--- src/rtl/pipe_ctrl_pkg.sv ---
// Shared definitions for the pipeline controller: FSM states, stage bit
// indices and the fixed stall/flush patterns driven onto the pipeline.
package pipe_ctrl_pkg;

    typedef enum logic [1:0] {
        PC_IDLE  = 2'd0,
        PC_DIVW  = 2'd1,
        PC_FLUSH = 2'd2
    } pc_state_e;

    localparam int unsigned STALL_PC    = 0;
    localparam int unsigned STALL_IFID  = 1;
    localparam int unsigned STALL_IDEX  = 2;
    localparam int unsigned STALL_EXMEM = 3;
    localparam int unsigned STALL_MEMWB = 4;
    localparam int unsigned N_STAGE     = 5;

    typedef logic [N_STAGE-1:0] stage_vec_t;

    // Load-use: hold PC and IF/ID, drop one bubble into ID/EX.
    localparam stage_vec_t VEC_HOLD_STALL  = 5'b00011;
    localparam stage_vec_t VEC_HOLD_FLUSH  = 5'b00100;
    // Divide in flight: freeze the front end, bubble behind EX.
    localparam stage_vec_t VEC_DIV_STALL   = 5'b00111;
    localparam stage_vec_t VEC_DIV_FLUSH   = 5'b01000;
    // Redirect squashes the two younger instructions.
    localparam stage_vec_t VEC_REDIR_FLUSH = 5'b00110;
    // Watchdog abort also squashes the dead divide in EX.
    localparam stage_vec_t VEC_WDOG_FLUSH  = 5'b01100;
    localparam stage_vec_t VEC_IFID_FLUSH  = 5'b00010;

    function automatic logic [31:0] sat_inc32(input logic [31:0] v);
        return (v == '1) ? v : v + 32'd1;
    endfunction

endpackage

--- src/rtl/pipe_ctrl_wdog.sv ---
// Generic watchdog counter: clear has priority over enable; expire is raised
// combinationally on the enabled cycle where the count reaches LIMIT-1.
module pipe_ctrl_wdog #(
    parameter int unsigned CNT_W = 7,
    parameter int unsigned LIMIT = 80
) (
    input  logic clk,
    input  logic rst_n,
    input  logic clr,
    input  logic en,
    output logic expire
);

    logic [CNT_W-1:0] count_q;

    always_ff @(posedge clk or negedge rst_n) begin
        if (!rst_n) begin
            count_q <= '0;
        end else if (clr) begin
            count_q <= '0;
        end else if (en) begin
            count_q <= count_q + 1'b1;
        end
    end

    assign expire = en && !clr && (count_q == CNT_W'(LIMIT - 1));

endmodule

--- src/rtl/pipe_ctrl.sv ---
// Central stall/flush/redirect controller for the 5-stage pipeline:
// IDLE / DIV_WAIT / FLUSH sequencing, divide watchdog and stall statistics.
module pipe_ctrl
    import pipe_ctrl_pkg::*;
#(
    parameter int unsigned ADDR_W      = 64,
    parameter int unsigned DIV_TIMEOUT = 80,
    parameter int unsigned CNT_W       = 7,
    parameter int unsigned FLUSH_CYC   = 1
) (
    input  logic              clk,
    input  logic              rst_n,
    input  logic              id_hold_i,
    input  logic              ex_div_start_i,
    input  logic              ex_div_done_i,
    input  logic              ex_jump_i,
    input  logic [ADDR_W-1:0] ex_jump_addr_i,
    input  logic              trap_i,
    input  logic [ADDR_W-1:0] trap_addr_i,
    output logic [4:0]        stall_o,
    output logic [4:0]        flush_o,
    output logic              jump_o,
    output logic [ADDR_W-1:0] jump_addr_o,
    output logic              div_kill_o,
    output logic              div_timeout_o,
    output logic [31:0]       stall_cnt_o
);

    localparam logic       HAS_FLUSH  = (FLUSH_CYC != 0);
    localparam logic [1:0] FLUSH_INIT = 2'(FLUSH_CYC);

    pc_state_e   state_q, state_d;
    logic [1:0]  flush_cnt_q, flush_cnt_d;
    logic        timeout_q;
    logic [31:0] stall_cnt_q;

    stage_vec_t        stall_c, flush_c;
    logic              jump_c, kill_c;
    logic [ADDR_W-1:0] addr_c;
    logic              wdog_clr, wdog_en, wdog_expire, timeout_set;
    logic              redirect;
    logic [ADDR_W-1:0] redir_addr;

    assign redirect   = trap_i | ex_jump_i;
    assign redir_addr = trap_i ? trap_addr_i : ex_jump_addr_i;

    pipe_ctrl_wdog #(
        .CNT_W (CNT_W),
        .LIMIT (DIV_TIMEOUT)
    ) u_wdog (
        .clk    (clk),
        .rst_n  (rst_n),
        .clr    (wdog_clr),
        .en     (wdog_en),
        .expire (wdog_expire)
    );

    always_comb begin
        state_d     = state_q;
        flush_cnt_d = flush_cnt_q;
        stall_c     = '0;
        flush_c     = '0;
        jump_c      = 1'b0;
        addr_c      = '0;
        kill_c      = 1'b0;
        wdog_clr    = 1'b0;
        wdog_en     = 1'b0;
        timeout_set = 1'b0;

        case (state_q)
            PC_IDLE: begin
                if (redirect) begin
                    jump_c      = 1'b1;
                    addr_c      = redir_addr;
                    flush_c     = VEC_REDIR_FLUSH;
                    state_d     = HAS_FLUSH ? PC_FLUSH : PC_IDLE;
                    flush_cnt_d = FLUSH_INIT;
                end else if (ex_div_start_i) begin
                    stall_c  = VEC_DIV_STALL;
                    flush_c  = VEC_DIV_FLUSH;
                    wdog_clr = 1'b1;
                    state_d  = PC_DIVW;
                end else if (id_hold_i) begin
                    stall_c = VEC_HOLD_STALL;
                    flush_c = VEC_HOLD_FLUSH;
                end
            end

            PC_DIVW: begin
                // EX is owned by the divide: jumps and load-use holds cannot occur here.
                wdog_en = 1'b1;
                if (trap_i) begin
                    kill_c      = 1'b1;
                    jump_c      = 1'b1;
                    addr_c      = trap_addr_i;
                    flush_c     = VEC_REDIR_FLUSH;
                    state_d     = HAS_FLUSH ? PC_FLUSH : PC_IDLE;
                    flush_cnt_d = FLUSH_INIT;
                end else if (ex_div_done_i) begin
                    state_d = PC_IDLE;
                end else if (wdog_expire) begin
                    kill_c      = 1'b1;
                    timeout_set = 1'b1;
                    flush_c     = VEC_WDOG_FLUSH;
                    state_d     = PC_IDLE;
                end else begin
                    stall_c = VEC_DIV_STALL;
                    flush_c = VEC_DIV_FLUSH;
                end
            end

            PC_FLUSH: begin
                flush_c = VEC_IFID_FLUSH;
                if (redirect) begin
                    jump_c      = 1'b1;
                    addr_c      = redir_addr;
                    flush_c     = VEC_REDIR_FLUSH;
                    flush_cnt_d = FLUSH_INIT;
                end else if (flush_cnt_q <= 2'd1) begin
                    state_d = PC_IDLE;
                end else begin
                    flush_cnt_d = flush_cnt_q - 2'd1;
                end
            end

            default: state_d = PC_IDLE;
        endcase
    end

    always_ff @(posedge clk or negedge rst_n) begin
        if (!rst_n) begin
            state_q     <= PC_IDLE;
            flush_cnt_q <= '0;
            timeout_q   <= 1'b0;
            stall_cnt_q <= '0;
        end else begin
            state_q     <= state_d;
            flush_cnt_q <= flush_cnt_d;
            if (timeout_set) begin
                timeout_q <= 1'b1;
            end
            if (stall_c[STALL_PC]) begin
                stall_cnt_q <= sat_inc32(stall_cnt_q);
            end
        end
    end

    // Combinational outputs are forced quiet while reset is asserted,
    // since IDLE decode would otherwise still follow the inputs.
    assign stall_o       = rst_n ? stall_c : '0;
    assign flush_o       = rst_n ? flush_c : '0;
    assign jump_o        = rst_n & jump_c;
    assign jump_addr_o   = rst_n ? addr_c : '0;
    assign div_kill_o    = rst_n & kill_c;
    assign div_timeout_o = timeout_q;
    assign stall_cnt_o   = stall_cnt_q;

endmodule

--- config.mk ---
export PLATFORM = sky130hd
export DESIGN_NAME = pipe_ctrl
export DESIGN_NICKNAME = d
export VERILOG_FILES = /design/src/rtl/pipe_ctrl_pkg.sv /design/src/rtl/pipe_ctrl_wdog.sv /design/src/rtl/pipe_ctrl.sv
export SDC_FILE = /design/constraint.sdc
export NUM_CORES = 1
export LEC_CHECK = 0
export ABC_AREA = 1
export BUFFER_PORTS_ARGS = -buffer_cell sky130_fd_sc_hd__buf_2
export CAP_MARGIN = 10
export CORE_ASPECT_RATIO = 2
export CORE_MARGIN = 2
export CORE_UTILIZATION = 47
export CTS_CLUSTER_SIZE = 25
export DETAILED_ROUTE_END_ITERATION = 10
export GPL_TIMING_DRIVEN = 1
export PLACE_DENSITY_LB_ADDON = 0.25
export REMOVE_ABC_BUFFERS = 1
export SETUP_SLACK_MARGIN = 0.2
export SKIP_CTS_REPAIR_TIMING = 1
export SLEW_MARGIN = 15
export SYNTH_ARGS = -nofsm -noshare
export SYNTH_HDL_FRONTEND = slang
export SYNTH_HIERARCHICAL = 1
export SYNTH_SLANG_ARGS = --single-unit
--- constraint.sdc ---
create_clock -name clk -period 3.6 [get_ports clk]
set_input_delay 0.36 -clock clk [delete_from_list [all_inputs] [get_ports clk]]
set_output_delay 0.36 -clock clk [all_outputs]
set_load 0.01 [all_outputs]
==> flow_summary.yaml, run 1 <==
worst_setup_path:
  crit_cells: 14
  crit_type: "flip-flop to output port"
  crit_fanout: 6
  path_delay_family: "simple AND/OR/NAND/NOR gates"
  crit_slowest_cell: "dfrtp_1"
  cp_slowest_stage_delay_ps: 460
  reg2reg_from: "state_q[1]"
  reg2reg_depth: 15
  critPathBufInv: 5
  path_cells: "nor2_1 -> nand2_1 -> nor2_1 -> inv_1 -> nand2_1 -> inv_1 -> nand3_1 -> nor2_1 -> inv_1 -> nand3_1 -> nand2_1 -> inv_1 -> nor2_1 -> buf_2"
  worstReg2RegEnd: "stall_cnt_o[14]"
  cp-end-kind: "output port"
  critPathRequiredTime_ps: 3240
  r2r_slack_ps: 910
  cp-start-kind: "flip-flop"
  startpoint: "state_q[1]"
  crit_arrival_ps: 2520
  endpoint: "stall_o[1]"
layout:
  final_cell_mix: "nand2_1 (334), buf_2 (239), a21oi_1 (70)"
  nFillCells: 782
  post-route-util_pct: 66.19
  fin_area_um2: 5258
  syn_to_final_growth_pct: 36.25
  layout_commonest_cell: "nand2_1"
  finish.net_count: 1033
  drive_gt1_share_pct: 30.36
power:
  p_leak_uw: 0.002985
  p_per_area_nw_per_um2: 325.7
  peakVddDrop_uv: 477.0
  power_uw: 1712
logic_synthesis:
  synth.area.top_cells: "nand2_1 (33%), dfrtp_1 (29%), a21oi_1 (9.1%)"
  yosysWarningCount: 6
  avgSynthCellArea_um2: 5.751
  yosys.cell_types.count: 32
  synth_top_area_share_pct: 32.59
  yosysTopAreaCell: "nand2_1"
  syn-instance-count: 671
  synth_seq_cells: 44
  ys_seq_area_share_pct: 28.53
  syn_area_um2: 3859
global_routing:
  overflow: 0
  grt_usage_pct: 34.23
  antenna_found_initial: 13
  grt_pass1_wl_mm: 23.37
  grt_max_degree: 65
  grt_pass1_vias: 4931
timing:
  period_share_pct: 80.07
  min_period_ps: 2882
  worstMarginPinSlew_ps: 793.8
  max_freq_mhz: 346.9
  setup_viol: 0
  maxSlewViolCount: 0
  slew_headroom_pct: 46.89
  hold_violations: 0
  skew_ps: 3.952
  fin_tns_setup_ps: 0
  rsz0062_at_grt: "false"
  setup_ws_ps: 717.5
placed_design:
  gp_congestion: 1.029
  pre_cts_slack_ps: 825.5
  dpl.hpwl_mm: 12.31
  place_area_um2: 5062
  port_buffers: 239
clock_network:
  clockBufferDepth: 2
  cts_tree: "built"
  h-tree-depth: 2
  cts_buffers: 5
  clock-root-buffer: "clkbuf_16"
  clk_latency_ps: 290
  cts_sinks: 44
  path_clk_slew_ps: 60
routing:
  num_vias: 5205
  drcViolationCount: 0
  drt_first_iter_violations: 277
  antenna_left: 0
  wire_per_inst_um: 15.57
  drt-pass1-iter-count: 4
  routed_via_density: 5.210
  wirelength_mm: 15.56
floorplan:
  std_cell_rows: 46
  floorplan.initialDensity_pct: 48.58
  design.die.area_um2: 8995
  dieHeight_um: 132.1
  pin_count: 244
  die_w_um: 68.07
  core_um2: 7943
hold_path:
  hp-class: "primary input to async pin"
run:
  cap_violations: 0
run_status:
  status: "completed"
==> metrics by stage <==
| step | instances | hold WS [ps] |
|---|---|---|
| 2_1_floorplan | 643 | 64.41 |
| 3_3_place_gp | 984 | 437.3 |
| 3_5_place_dp | 984 | 446.9 |
| 4_1_cts | 992 | 228.3 |
| 5_1_grt | 994 | 277.5 |
| 6_report | 999 | 205.6 |
==> power breakdown <==
group / total (uW) / switching [uW] / internal, uW
Clock: 554 / 207 / 348
Sequential: 619 / 71.6 / 548
Combinational: 539 / 331 / 208
==> synthesized netlist by cell type (all sizes together) <==
| library cell | instances |
|---|---|
| nor4 | 2 |
| conb | 1 |
| o221ai | 1 |
| nand4 | 2 |
| a21oi | 70 |
| a21o | 1 |
| nand3 | 25 |
| o21ai | 12 |
| clkbuf | 13 |
| nor2 | 71 |
| dfrtp | 44 |
| xnor2 | 7 |
| ha | 3 |
| nor3 | 4 |
| or2 | 1 |
| inv | 46 |
| a211oi | 1 |
| nand2 | 340 |
| xor2 | 7 |
| buf | 18 |
| a31oi | 2 |
==> sequential cells by signal, summed over array words and instances (netlist names) <==
signal / count
u_wdog/count_q: 7
stall_cnt_o: 32
div_timeout_o: 1
state_q: 2
flush_cnt_q: 2
==> final cells by class <==
type	count	area [um2]	share of cell area, %
timing repair buffer	245	1241	23.61
clock buffer	6	138.9	2.642
antenna	7	17.52	0.3332
multi-input combinational	553	2425	46.12
inverter	46	175.2	3.332
sequential	44	1101	20.94
tap	96	120.1	2.285
clock inverter	2	38.79	0.7377
==> cells by family (layout without fill, tap and decap cells) <==
group                    Yosys count  after routing  share of synthesized area [%]
other                              1             11                        0.09718
XOR/XNOR                          14             14                          3.178
flip-flops                        44             44                          28.53
AO/OA/AOI/OAI                     87             87                          11.58
AND/OR/NAND/NOR                  445            445                          46.66
adder cells (fa/ha/maj)            3              3                         0.9729
buffers and inverters             77            299                          8.982
==> how the worst min path moves through the flow <==
stage,start,endpoint,slack (ps)
final,rst_n,flush_cnt_q[1],210
after detailed placement,div_timeout_o,div_timeout_o,450
after global routing,rst_n,flush_cnt_q[1],280
after floorplan,rst_n,div_timeout_o,60
after CTS,rst_n,stall_cnt_o[27],230
after global placement,div_timeout_o,div_timeout_o,440
==> layer usage <==
metal  routed length [um]  vias up  track usage, %
met3                 1975       52           15.71
met1                 5392     2335           34.37
met5                   77        -               0
li1                     -     2532               -
met4                  542       12           14.56
met2                 7567      274           58.31
==> worst register-to-register path, stage by stage (launching register included) <==
cell     delay (ps)
dfrtp_1         460
nor2_1          210
nand2_1          70
nor2_1          300
inv_1           150
nand2_1          80
inv_1            60
nand3_1          70
nor2_1           40
inv_1            60
nand3_1         120
nand2_1         180
nand2_4         270
inv_4           370
nand2_1         110
nand2_1          70
Power figures use the tool's default switching activity.
==> inputs of run 2 (changes only) <==
Settings changed: CORE_UTILIZATION 47 to 40.
Clock period 3.6 ns to 2.37 ns, I/O delays scaled along.
==> flow_summary.yaml, run 2 (synthesized netlist as in run 1, its figures left out) <==
run_status:
  status: "completed"
global_routing:
  overflow: 0
  grt_max_degree: 70
  grt_pass1_wl_mm: 22.11
  antenna_found_initial: 20
  grt_pass1_vias: 4477
  grt_usage_pct: 27.59
routing:
  drcViolationCount: 0
  wirelength_mm: 15.26
  highest_layer: "met5"
  routed-wl-met3_mm: 1.813
  antenna_left: 0
  met2_length_mm: 7.710
  wire_per_inst_um: 14.96
  drt-pass1-iter-count: 4
  wl_met1_mm: 5.283
  num_vias: 4982
  drt_first_iter_violations: 147
  routed_via_density: 4.884
floorplan:
  pin_count: 244
  core_um2: 9384
  die_w_um: 73.45
  floorplan.initialDensity_pct: 41.12
  design.die.area_um2: 10500
  std_cell_rows: 50
  dieHeight_um: 142.9
clock_network:
  clk_latency_ps: 290
  clock-root-buffer: "clkbuf_16"
  cts_buffers: 5
  h-tree-depth: 2
  path_clk_slew_ps: 60
  cts_tree: "built"
  cts_sinks: 44
  clockBufferDepth: 2
power:
  internal_power_uw: 1739
  p_per_area_nw_per_um2: 490.4
  peakVddDrop_uv: 546.0
  p_clk_share_pct: 31.0
  pwr-share-seq_pct: 35.4
  p_leak_uw: 0.003045
  p_sw_uw: 948.6
  sw_frac_of_total_pct: 35.30
  comb_power_share_pct: 33.6
layout:
  finish.net_count: 1040
  final_cell_mix: "nand2_1 (332), buf_2 (237), a21oi_1 (66)"
  fin_area_um2: 5480
  largest_reg_flops: 32
  layout_commonest_cell: "nand2_1"
  drive_gt1_share_pct: 32.89
  syn_to_final_growth_pct: 42.02
timing:
  maxSlewViolCount: 0
  period_share_pct: 92.27
  setup_viol: 0
  rsz0062_at_grt: "true"
  skew_ps: 7.991
  max_freq_mhz: 457.3
  holdWs_ps: 35.59
  min_period_ps: 2187
  hold_violations: 0
worst_setup_path:
  crit_arrival_ps: 1950
  path_cells: "nor2_4 -> nand2_1 -> nor2_2 -> inv_2 -> nand2_2 -> inv_2 -> nand3_2 -> nor2_2 -> inv_2 -> nand3_2 -> nand2_2 -> inv_1 -> nor2_4 -> buf_6"
  critPathRequiredTime_ps: 2130
  cp_slowest_stage_delay_ps: 470
  path_delay_family: "simple AND/OR/NAND/NOR gates"
  cp-start-kind: "flip-flop"
  crit_fanout: 5
  crit_type: "flip-flop to output port"
  crit_slowest_cell: "dfrtp_2"
  critPathBufInv: 5
  path_common_cell: "inv_2"
  cp-end-kind: "output port"
placed_design:
  place_area_um2: 5137
  gp_congestion: 0.9995
  dpl.hpwl_mm: 12.19
  port_buffers: 239
run:
  cap_violations: 0
hold_path:
  hp-class: "primary input to async pin"
==> run 2: cell types whose count changed in the layout (fill, tap and decap cells not counted), moves of 3 or more <==
cell / previous run / this run
a21oi_2: 0 / 4
diode_2: 7 / 13
buf_12: 0 / 4
nor2_1: 63 / 59
inv_1: 42 / 39
a21oi_1: 70 / 66
buf_6: 0 / 3
==> run 2: area by class of cell <==
type	count	area, um2
Antenna cell	13	32.53
Multi-Input combinational cell	553	2494
Tap cell	104	130.1
Clock inverter	2	38.79
Clock buffer	6	138.9
Timing Repair Buffer	252	1363
Inverter	46	180.2
Sequential cell	44	1104
Fill cell	971	3904
==> run 2: power by group through the flow <==
| stage | combinational [uW] | clock, uW | sequential, uW |
|---|---|---|---|
| floorplan | 434 | 0 | 945 |
| global placement | 827 | 0 | 962 |
| detailed placement | 829 | 0 | 962 |
| CTS | 832 | 852 | 948 |
| global route | 1010 | 876 | 963 |
| finish | 902 | 834 | 951 |
==> run 2: stage by stage <==
stage	setup slack, ps	std cells	power (uW)	utilization [%]	setup TNS [ps]
floorplan	37.71	643	1379	-	0
global placement	315.9	994	1788	54.75	0
detailed placement	236.5	994	1791	54.75	0
CTS	-88.24	1002	2632	56.64	-230.0
global route	18.49	1015	2846	58.27	0
finish	183.2	1020	2687	58.40	0
==> run 2: layer usage <==
layer	global-route usage, %	up-vias
met2	48.87	195
met5	0	-
met3	14.26	34
li1	-	2574
met4	9.378	14
met1	26.62	2165
==> run 2: final timing paths <==
path	endpoint	cells after the start	slack [ps]	from
worst max register to register	stall_cnt_o[30]	10	400	stall_cnt_o[0]
worst min-delay path	stall_cnt_o[26]	2	40	rst_n
max in group asynchronous	state_q[1]	2	1800	rst_n
worst min register to register	div_timeout_o	1	470	div_timeout_o
min in group clk	div_timeout_o	3	310	ex_div_done_i
worst max-delay path	stall_o[0]	14	180	state_q[0]
==> run 2: worst register-to-register path: stages, from the launching register on <==
cell and delay (ps):
dfrtp_1 480, ha_1 310, inv_2 90, nor2_8 190, nand2_1 150, nor2_1 320, nand2_1 100, nand2_1 60
nand2_1 40, nand2_1 50, nand2_1 50
==> inputs of run 3 (changes only) <==
Settings changed: RECOVER_POWER from default to 25.
Clock period 2.37 ns to 1.9 ns, I/O delays scaled along.
==> flow_summary.yaml, run 3 (synthesized netlist as in run 1, its figures left out) <==
run_status:
  status: "finished, violations left"
  violations: "negative hold slack, negative setup slack"
placed_design:
  port_buffers: 239
  gp_congestion: 0.9710
  dpl.hpwl_mm: 12.63
worst_setup_path:
  crit_arrival_ps: 1910
  r2r_slack_ps: -40
  crit_type: "flip-flop to output port"
  critPathRequiredTime_ps: 1710
  crit_fanout: 3
  cp-end-kind: "output port"
  cp-start-kind: "flip-flop"
timing:
  max_freq_mhz: 475.8
  maxSlewViolCount: 0
  fin_tns_setup_ps: -4225
  hold_violations: 39
  skew_ps: 3.713
  setup_viol: 79
  rsz0062_at_grt: "true"
  min_period_ps: 2102
  setup_ws_ps: -201.8
  period_share_pct: 110.6
  holdWs_ps: -21.71
run:
  cap_violations: 0
routing:
  drcViolationCount: 0
  drt_first_iter_violations: 188
  wire_per_inst_um: 15.50
  wirelength_mm: 16.23
  antenna_left: 0
  drt-pass1-iter-count: 4
  routed_via_density: 4.968
  wl_met1_mm: 5.232
  highest_layer: "met5"
  met2_length_mm: 8.404
  routed-wl-met3_mm: 1.934
  num_vias: 5201
clock_network:
  h-tree-depth: 2
  clk_latency_ps: 300
  clock-root-buffer: "clkbuf_16"
  cts_sinks: 44
  path_clk_slew_ps: 70
  clockBufferDepth: 2
  cts_tree: "built"
  cts_buffers: 5
power:
  p_leak_uw: 0.003210
  peakVddDrop_uv: 659.1
  p_per_area_nw_per_um2: 577.8
global_routing:
  grt_pass1_wl_mm: 22.42
  grt_max_degree: 65
  antenna_found_initial: 18
  overflow: 0
  grt_pass1_vias: 4593
  grt_usage_pct: 28.24
layout:
  nFillCells: 936
  layout_commonest_cell: "nand2_1"
  multi_input_area_um2: 2678
  syn_to_final_growth_pct: 52.85
  finish.net_count: 1065
  regArea_um2: 1101
  post-route-util_pct: 62.85
  final_cell_mix: "nand2_1 (294), buf_2 (235), nor2_1 (59)"
  largest_reg_flops: 32
  drive_gt1_share_pct: 39.55
floorplan:
  die_w_um: 73.45
  core_um2: 9384
  design.die.area_um2: 10500
  std_cell_rows: 50
  dieHeight_um: 142.9
  floorplan.initialDensity_pct: 41.12
  pin_count: 244
hold_path:
  hp-class: "primary input to async pin"
run 3: cell types whose count changed in the layout (fill, tap and decap cells not counted), moves of 3 or more:
cell	previous run	this run
a21oi_1	66	57
a21oi_2	4	12
buf_4	7	29
clkbuf_16	5	8
nand2_1	332	294
nand2_2	6	35
nand2_4	2	10
run 3: worst max-delay path, cell delays in order (launching register included):
cell	delay, ps
dfrtp_1	390
buf_6	140
inv_4	40
nor2_4	110
nand2_1	60
inv_1	70
nand3_1	70
nor2_1	90
inv_1	70
nor4_2	140
buf_4	170
nor3_1	40
nor2_1	100
buf_2	140
run 3: power by group:
| part | internal [uW] | switching (uW) |
|---|---|---|
| registers | 1040 | 121 |
| clock network | 490 | 408 |
| logic | 592 | 761 |
| total | 2120 | 1290 |
run 3: layout make-up:
class / count / share of cell area, %
repair buffers: 277 / 27.39
diodes: 15 / 0.6364
clock inverters: 3 / 0.4031
clock buffers: 5 / 2.121
multi-input cells: 553 / 45.40
inverters: 46 / 3.182
well taps: 104 / 2.206
flip-flops and latches: 44 / 18.67
run 3: worst paths after layout:
check                                   start         endpoint  cells after the start
worst max register to register     state_q[0]  stall_cnt_o[22]                     16
worst min-delay path                    rst_n  stall_cnt_o[28]                      2
min in group clk                ex_div_done_i       state_q[0]                      5
worst min register to register  div_timeout_o    div_timeout_o                      1
worst max-delay path               state_q[0]       flush_o[2]                     13
max in group asynchronous               rst_n   flush_cnt_q[0]                      2
run 3: metrics by stage:
step	cells	area (um2)	total power [uW]	setup slack, ps
after floorplan	643	3699	1720	-385.3
after global placement	1014	5263	2296	62.10
after detailed placement	1014	5263	2315	8.004
after CTS	1022	5411	3218	-305.3
after global routing	1038	5876	3598	-350.9
final	1047	5898	3408	-201.8
run 3: metal layers:
| metal | global-route usage, % | vias up |
|---|---|---|
| met1 | 26.43 | 2300 |
| met4 | 10.81 | 6 |
| met5 | 0 | - |
| li1 | - | 2616 |
| met3 | 12.91 | 43 |
| met2 | 51.41 | 236 |
